File: src/rtl/ysyx_22040759_ifu_pkg.sv
// Shared fetch-stage definitions: FSM encodings, reset PC and the next-PC
// select codes that decode drives on pc_sel.
package ysyx_22040759_ifu_pkg;

   localparam logic [31:0] RESET_PC_DEF = 32'h8000_0000;

   typedef enum logic [1:0] {
      S_REQ  = 2'd0,
      S_WAIT = 2'd1,
      S_HOLD = 2'd2,
      S_ERR  = 2'd3
   } ifu_state_e;

   localparam logic PC_PC  = 1'b0;
   localparam logic PC_ALU = 1'b1;

   // Bit 0 of a jalr target is discarded, so only bit 1 can make it misaligned.
   function automatic logic target_misaligned(input logic sel, input logic bit1);
      return (sel == PC_ALU) && bit1;
   endfunction

endpackage

File: src/rtl/ysyx_22040759_pc_next.sv
// Combinational next-PC selection with misaligned-jump detection.
module ysyx_22040759_pc_next
   import ysyx_22040759_ifu_pkg::*;
#(
   parameter int ADDR_W = 32
) (
   input  logic [ADDR_W-1:0] pc,
   input  logic              pc_sel,
   input  logic [ADDR_W-1:0] jmp_target,
   output logic [ADDR_W-1:0] next_pc,
   output logic              misalign
);

   always_comb begin
      next_pc  = pc + ADDR_W'(4);
      misalign = target_misaligned(pc_sel, jmp_target[1]);
      if (pc_sel == PC_ALU) begin
         next_pc = {jmp_target[ADDR_W-1:1], 1'b0};
      end
   end

endmodule

File: src/rtl/ysyx_22040759_ifu.sv
// Instruction fetch unit: owns the PC, fetches one word at a time over a
// valid/ready handshake and holds it for decode until retired.
module ysyx_22040759_ifu
   import ysyx_22040759_ifu_pkg::*;
#(
   parameter int                ADDR_W   = 32,
   parameter logic [ADDR_W-1:0] RESET_PC = ADDR_W'(RESET_PC_DEF)
) (
   input  logic              clk,
   input  logic              rst,
   output logic              imem_req_valid,
   output logic [ADDR_W-1:0] imem_req_addr,
   input  logic              imem_req_ready,
   input  logic              imem_rsp_valid,
   input  logic [31:0]       imem_rsp_data,
   output logic [31:0]       inst_o,
   output logic [ADDR_W-1:0] pc_o,
   output logic              inst_valid_o,
   input  logic              id_ready,
   input  logic              pc_sel,
   input  logic [ADDR_W-1:0] jmp_target,
   output logic              fetch_err_o,
   output logic [63:0]       inst_cnt_o
);

   ifu_state_e        state_q, state_d;
   logic [ADDR_W-1:0] pc_q;
   logic [31:0]       inst_q;
   logic              err_q;
   logic [63:0]       cnt_q;
   logic [ADDR_W-1:0] next_pc;
   logic              misalign;
   logic              capture;
   logic              retire;

   ysyx_22040759_pc_next #(
      .ADDR_W(ADDR_W)
   ) u_pc_next (
      .pc        (pc_q),
      .pc_sel    (pc_sel),
      .jmp_target(jmp_target),
      .next_pc   (next_pc),
      .misalign  (misalign)
   );

   always_ff @(posedge clk) begin
      if (rst) begin
         state_q <= S_REQ;
      end else begin
         state_q <= state_d;
      end
   end

   // A response is only taken in S_WAIT or alongside an accepted request.
   always_comb begin
      state_d = state_q;
      capture = 1'b0;
      retire  = 1'b0;
      case (state_q)
         S_REQ: begin
            if (imem_req_ready) begin
               capture = imem_rsp_valid;
               state_d = imem_rsp_valid ? S_HOLD : S_WAIT;
            end
         end
         S_WAIT: begin
            if (imem_rsp_valid) begin
               capture = 1'b1;
               state_d = S_HOLD;
            end
         end
         S_HOLD: begin
            if (id_ready) begin
               retire  = 1'b1;
               state_d = misalign ? S_ERR : S_REQ;
            end
         end
         S_ERR:   state_d = S_ERR;
         default: state_d = S_REQ;
      endcase
   end

   always_ff @(posedge clk) begin
      if (rst) begin
         pc_q   <= RESET_PC;
         inst_q <= 32'h0;
         err_q  <= 1'b0;
         cnt_q  <= 64'd0;
      end else begin
         if (capture) begin
            inst_q <= imem_rsp_data;
         end
         if (retire) begin
            cnt_q <= cnt_q + 64'd1;
            if (misalign) begin
               err_q <= 1'b1;
            end else begin
               pc_q <= next_pc;
            end
         end
      end
   end

   assign imem_req_valid = (state_q == S_REQ) && !rst;
   assign imem_req_addr  = pc_q;
   assign inst_o         = inst_q;
   assign pc_o           = pc_q;
   assign inst_valid_o   = (state_q == S_HOLD);
   assign fetch_err_o    = err_q;
   assign inst_cnt_o     = cnt_q;

endmodule
File: config.mk
export PLATFORM = sky130hd
export DESIGN_NAME = ysyx_22040759_ifu
export DESIGN_NICKNAME = d
export VERILOG_FILES = /design/src/rtl/ysyx_22040759_ifu_pkg.sv /design/src/rtl/ysyx_22040759_pc_next.sv /design/src/rtl/ysyx_22040759_ifu.sv
export SDC_FILE = /design/constraint.sdc
export NUM_CORES = 1
export LEC_CHECK = 0
export BUFFER_PORTS_ARGS = -buffer_cell sky130_fd_sc_hd__buf_2
export CORE_MARGIN = 2
export CORE_UTILIZATION = 56
export CTS_BUF_LIST = sky130_fd_sc_hd__clkbuf_4
export DETAILED_ROUTE_END_ITERATION = 7
export PLACE_DENSITY_LB_ADDON = 0.12
export SETUP_SLACK_MARGIN = 0.2
export SYNTH_ARGS = -nofsm -noshare
export SYNTH_HDL_FRONTEND = slang
export SYNTH_SLANG_ARGS = --single-unit
File: constraint.sdc
create_clock -name clk -period 4.96 [get_ports clk]
set_clock_uncertainty 0.2 [all_clocks]
set_input_delay 0.496 -clock clk [delete_from_list [all_inputs] [get_ports clk]]
set_output_delay 0.496 -clock clk [all_outputs]
set_load 0.1 [all_outputs]
==> metrics.txt, run 1 <==
CP bufs+invs 1; P_int 0.001466 W; sequential fraction of the synthesis area 40.36%; ys async rst share 0%; die height 111.3 um; Hold Crit Depth 3; Vias/cell 5.822; CTS max path bufs 2; syn avg cell area 7.855 um^2; root buffer cell clkbuf_4; CP max stage delay 0.64 ns; worst skew pair latency about 0.56 ns; clk sinks 130; Clk pwr share 31.2%; commonest non-fill, non-tap cell in the layout buf_2; CTS tree done; initial antenna violation count 1; FF+latch count, synth 130; Pwr per Cell Area between 200 and 300 nW/um^2; die area 12,390 um^2; Max Freq 0.3102 GHz; CP Max Fanout 15; Startpoint Class flip-flop; Max Slew Vio Count 0; number of max-cap violations 0; Core Region ~11,000 um^2; distinct cell type count after synthesis between 50 and 60; Final ANT Viol Nets 0; DRC viols 0; CTS Buf Count 17; # port buffers between 200 and 250; Stages on worst setup path 6; # setup viols final 0; DRT iter0 DRCs between 500 and 600; largest net degree at the start of global routing 87; Yosys top cell by area dfxtp_1; synth top area cells dfxtp_1, a21oi_1, nand2_1, nand4_1, buf_4; Setup CP Type reg2reg; Routed WL between 15 and 20 mm; routed vias 6,893; Starting Density 56.96%; die width 111.3 um; Slowest-stage cell, CP or3_2; row count 39; NumNets Final roughly 1,100; fillcell total 923; GPL Wtd Cong 0.8131; Top delay family on crit path simple AND/OR/NAND/NOR gates; global-route wire length before repair 30.12 mm; P_sw 0.0007460 W; Overall Global Routing Usage 29.30%; part of the power in registers 49.3%; final core utilization 70.78%; TNS Setup 0 ns; Period Utilization, post-route 65.00%; Pleak 3.399 nW; grt ovf 0; most frequent cells in the layout buf_2, dfxtp_1, nand2_1; RSZ-0062 raised after global routing no; drt pass-1 iters 6; worst r2r src state_q[1]; Yosys warning count 0; # H-tree levels 4; Critical path origin state_q[1]; Arr. time, crit path 3.48 ns; clock slew at reported path FFs ~0.11 ns; Tmin final 3.224 ns; VDD IR-drop max ~0.00021 V; Detail Placement HPWL 11.92 mm; Rel. slew slack 20.44%; cell chain of the critical path nand3b_1, nor3_1, buf_4, nand4_1, or3_2, o221a_2; cells on worst reg2reg path 6; Hold Crit Class in2reg; switching part of the total 33.73%; Comb power frac about a fifth; Post-Syn Area 6449 um^2; Mapped Cells 821; ANT cells 0; Setup crit end kind flip-flop; share of cells above drive strength 1 a little over a quarter; required time of the critical path about 5.2 ns; area of the multi-input gates 3363 um^2; # IOs roughly 230; PostCTS Resize Cnt 0; number of synthesized flops with an enable pin 0; Area growth syn-to-layout 24.25%; Worst-Margin Slew roughly 1.2 ns; final hold violation count 0; Routed wire per std cell 15.73 um; FF/Latch Area 2603 um^2; ys flop type dfxtp_1; outcome complete, no violations; vias in the first global route 6,175; Worst Hold Launch jmp_target[29]; top-area cell type share of the netlist area approximately two fifths
-- worst paths after layout --
path / endpoint / slack, ns
setup / recovery: inst_cnt_o[57] / 1.74
hold / removal: imem_req_addr[29] / 0.02
setup reg to reg: inst_cnt_o[57] / 1.74
hold reg to reg: inst_o[7] / 0.26
-- cells in the mapped netlist (12+ instances only) --
master / count
or3_1: 12
inv_1: 14
nand4_1: 42
xor2_1: 21
nand2_1: 118
nand3_1: 36
a21oi_1: 91
dfxtp_1: 130
nor2_1: 60
clkbuf_1: 46
o31ai_1: 21
nor3_1: 19
buf_4: 33
o21ai_0: 31
or4_1: 17
and3_1: 15
-- cells by family (layout without fill, tap and decap cells) --
group,after synthesis,count (layout),share of synthesized area (%)
other,1,2,0.05815
DFF,130,130,40.36
adders and majority gates,2,2,0.3880
AOI/OAI and AO/OA,189,189,17.50
muxes,9,9,1.436
xor gates and xnor gates,28,28,3.803
buffers and inverters,99,318,7.742
and+or+nand+nor,363,363,28.72
-- sequential cells by signal (all words and copies together), names as in the netlist --
name and flops:
inst_cnt_o 64, fetch_err_o 1, imem_req_addr 31, inst_o 32
state_q 2
-- area by class of cell --
class                   instances  share of cell area, %
inverters                      15                 0.7027
repair buffers                272                  19.49
well taps                     143                  2.233
flip-flops and latches        130                  32.48
clock buffers                  21                  1.968
clock inverters                10                  1.156
multi-input cells             593                  41.97
-- worst register-to-register path: stages (launching register included) --
cell and delay [ns]:
dfxtp_1 0.49, nand3b_1 0.48, nor3_1 0.32, buf_4 0.23
nand4_1 0.50, or3_2 0.65, o221a_2 0.27
-- power groups by stage --
stage               registers [W]  clock network (W)  logic (W)
floorplan                 0.00128                  0   0.000170
global placement          0.00111                  0   0.000401
detailed placement        0.00111                  0   0.000402
CTS                       0.00109           0.000695   0.000425
global route              0.00109           0.000747   0.000449
finish                    0.00109           0.000691   0.000430
-- layer usage --
layer	track usage, %	share of wire [%]	vias to the layer above
li1	-	-	3356
met1	37.57	42	3202
met2	46.30	46	289
met3	9.623	9.1	44
met4	10.86	2.3	2
met5	0	0.054	-
-- what timing repair did --
item / 4_1_cts / 5_1_grt
setup endpoints to repair: 0 / 0
hold buffers: 36 / 0
hold endpoints to repair: 36 / 0
setup buffers: 0 / 0
-- metrics by stage --
step / hold WS, ns / power [W] / cell area [um^2] / setup slack, ns / std cells
final: 0.02214 / 0.002212 / 8013 / 1.736 / 1184
after floorplan: 0.3425 / 0.001446 / 6452 / 1.359 / 822
after detailed placement: 0.2446 / 0.001516 / 7402 / 1.659 / 1117
after global routing: 0.01785 / 0.002291 / 8013 / 1.539 / 1184
after global placement: 0.2393 / 0.001514 / 7402 / 1.715 / 1117
after CTS: 0.001382 / 0.002209 / 8013 / 1.721 / 1184
No activity file was read; power rests on OpenSTA's default activity.
==> run 2: changes to the inputs <==
CORE_UTILIZATION = 52   (was 56)
clock period = 3.1 ns   (was 4.96 ns; I/O delays follow)
==> run 2 against run 1 <==
- via count increased by 2.8%
- highest routed layer unchanged
- clock power is 64% higher
- wire length rose by 3.3%
- hold slack better by 0.0092 ns
==> metrics.txt, run 2 (synthesis gave the netlist of run 1 again) <==
die area 13,310 um^2 (+7.4%); Hold Crit Class in2reg; Most Crowded Layer GR met2; clk sinks 130 (unchanged); Routed WL 19.23 mm (+3.3%); Overall Global Routing Usage 28.61% (-0.69 points); CTS max path bufs 2 (unchanged); Pleak 3.666 nW (+7.9%); # port buffers 229 (unchanged); Pwr per Cell Area 418.9 nW/um^2 (+52%); Vias/cell 5.602 (-3.8%); most frequent cells in the layout buf_2, nand2_1, dfxtp_1; outcome complete, no violations; cell chain of the critical path nand3b_1, buf_4, a21oi_2, buf_4, o21ai_0, a22oi_1, nor2_1, dlygate4sd3_1; final core utilization 71.52% (+0.75 points); GPL Wtd Cong 0.8428 (+3.7%); DRC viols 0 (unchanged); Routed wire per std cell 15.20 um (-3.3%); Final ANT Viol Nets 0 (unchanged); Area growth syn-to-layout 33.78%; initial antenna violation count 1 (unchanged); CP Max Fanout 18 (+3); Rel. slew slack 49.74% (+29 points); Detail Placement HPWL 12.22 mm (+2.5%); CTS Buf Count 17 (unchanged); largest net degree at the start of global routing 53 (-39%); root buffer cell clkbuf_4; RSZ-0062 raised after global routing no; fillcell total 970 (+5.1%); Hold WS 0.03134 ns (+0.009205 ns); clock slew at reported path FFs 0.12 ns (about the same); # setup viols final 0 (unchanged); Max Freq 0.3775 GHz (+22%); VDD IR-drop max 0.0003893 V (+85%); drt pass-1 iters 4 (-2); placed cells 1,154 (+3.3%); Final Instance Count excl. Fillers 1,265 (+6.8%); die width 115.4 um (+3.6%); Starting Density 53.46% (-3.5 points); grt met3 use 7.907% (-1.7 points); vias in the first global route 6,423 (+4.0%); Worst-Margin Slew 0.7531 ns (-0.4305 ns); # H-tree levels 4 (unchanged); CP max stage delay 0.58 ns (-0.06 ns); M1 GR Usage 36.50% (-1.1 points); Tmin final 2.649 ns (-0.5749 ns); row count 40 (+2.6%); ANT cells 0 (unchanged); # IOs 233 (unchanged); worst skew pair latency 0.55 ns (about the same); CTS tree done; DRT iter0 DRCs 491 (-14%); Max Slew Vio Count 0 (unchanged); Arr. time, crit path 2.88 ns (-0.60 ns); max reg flops 64 (unchanged); Period Utilization, post-route 85.45% (+20 points); NumNets Final 1,156 (+5.0%); required time of the critical path 3.33 ns (-1.89 ns); Setup CP Type reg2reg; TNS Setup 0 ns (unchanged); Core Region 12,060 um^2 (+6.5%); number of max-cap violations 0 (unchanged); global-route wire length before repair 30.88 mm (+2.5%); Most common cell on crit path buf_4; commonest non-fill, non-tap cell in the layout buf_2; routed vias 7,087 (+2.8%); Startpoint Class flip-flop; grt ovf 0 (unchanged); share of cells above drive strength 1 29.72% (+2.5 points); final hold violation count 0 (unchanged); GR Layer Usage met2 46.63% (+0.33 points); Slowest-stage cell, CP dlygate4sd3_1; Setup crit end kind flip-flop; die height 115.4 um (+3.6%)
==> run 2: changes by cell type in the layout (fill, tap and decap cells not counted), sizes merged <==
cell,previous run,this run
dlygate4sd3,36,79
clkbuf,21,17
inv,14,15
buf,236,248
clkinvlp,0,4
==> run 2: through the flow <==
stage | power, W | worst slack, ns | area (um^2)
after detailed placement | 0.002431 | 0.4793 | 7565
after CTS | 0.003616 | 0.3924 | 8626
after global placement | 0.002428 | 0.5861 | 7565
after floorplan | 0.002315 | 0.2068 | 6487
after global routing | 0.003742 | 0.2804 | 8627
final | 0.003613 | 0.4510 | 8627
==> run 2: cell type report <==
class / instances / area (um^2) / area share [%]
Clock inverter: 15 / 142.6 / 1.653
Timing Repair Buffer: 327 / 2082 / 24.13
Clock buffer: 17 / 127.6 / 1.479
Multi-Input combinational cell: 593 / 3374 / 39.12
Sequential cell: 130 / 2634 / 30.53
Tap cell: 168 / 210.2 / 2.437
Inverter: 15 / 56.30 / 0.6526
==> run 2: routing by layer <==
metal,wire [um],vias up,part of all wire (%)
met5,10,-,0.052
met4,361,2,1.9
met3,1447,37,7.5
met2,9090,278,47
met1,8325,3307,43
li1,-,3463,-
==> run 2: path summary, 6_finish.rpt <==
kind | cells past startpoint | end | slack, ns | startpoint
worst min register to register | 2 | inst_o[10] | 0.26 | inst_o[10]
worst min-delay path | 2 | inst_o[12] | 0.03 | rst
worst max register to register | 8 | imem_req_addr[9] | 0.45 | state_q[0]
worst max-delay path | 8 | imem_req_addr[9] | 0.45 | state_q[0]
==> run 2: report_power, final <==
group,leakage [nW],switching (W),internal (W)
Combinational,2.46,0.000552,0.000185
Clock,0.136,0.000663,0.000468
Sequential,1.06,0.0000361,0.00171
Total,3.67,0.00125,0.00236
==> run 2: repair_timing <==
action	4_1_cts	5_1_grt
hold buffers	79	0
setup endpoints to repair	0	1
hold endpoints to repair	65	0
resized for setup	0	1
buffers inserted	0	0
==> run 2: critical path, delay by kind of cell (launching register included) <==
family	cells	cell delay, ns
AOI/OAI and AO/OA	3	0.52
buffers and inverters	3	1.11
and+or+nand+nor	2	0.33
DFF	1	0.37
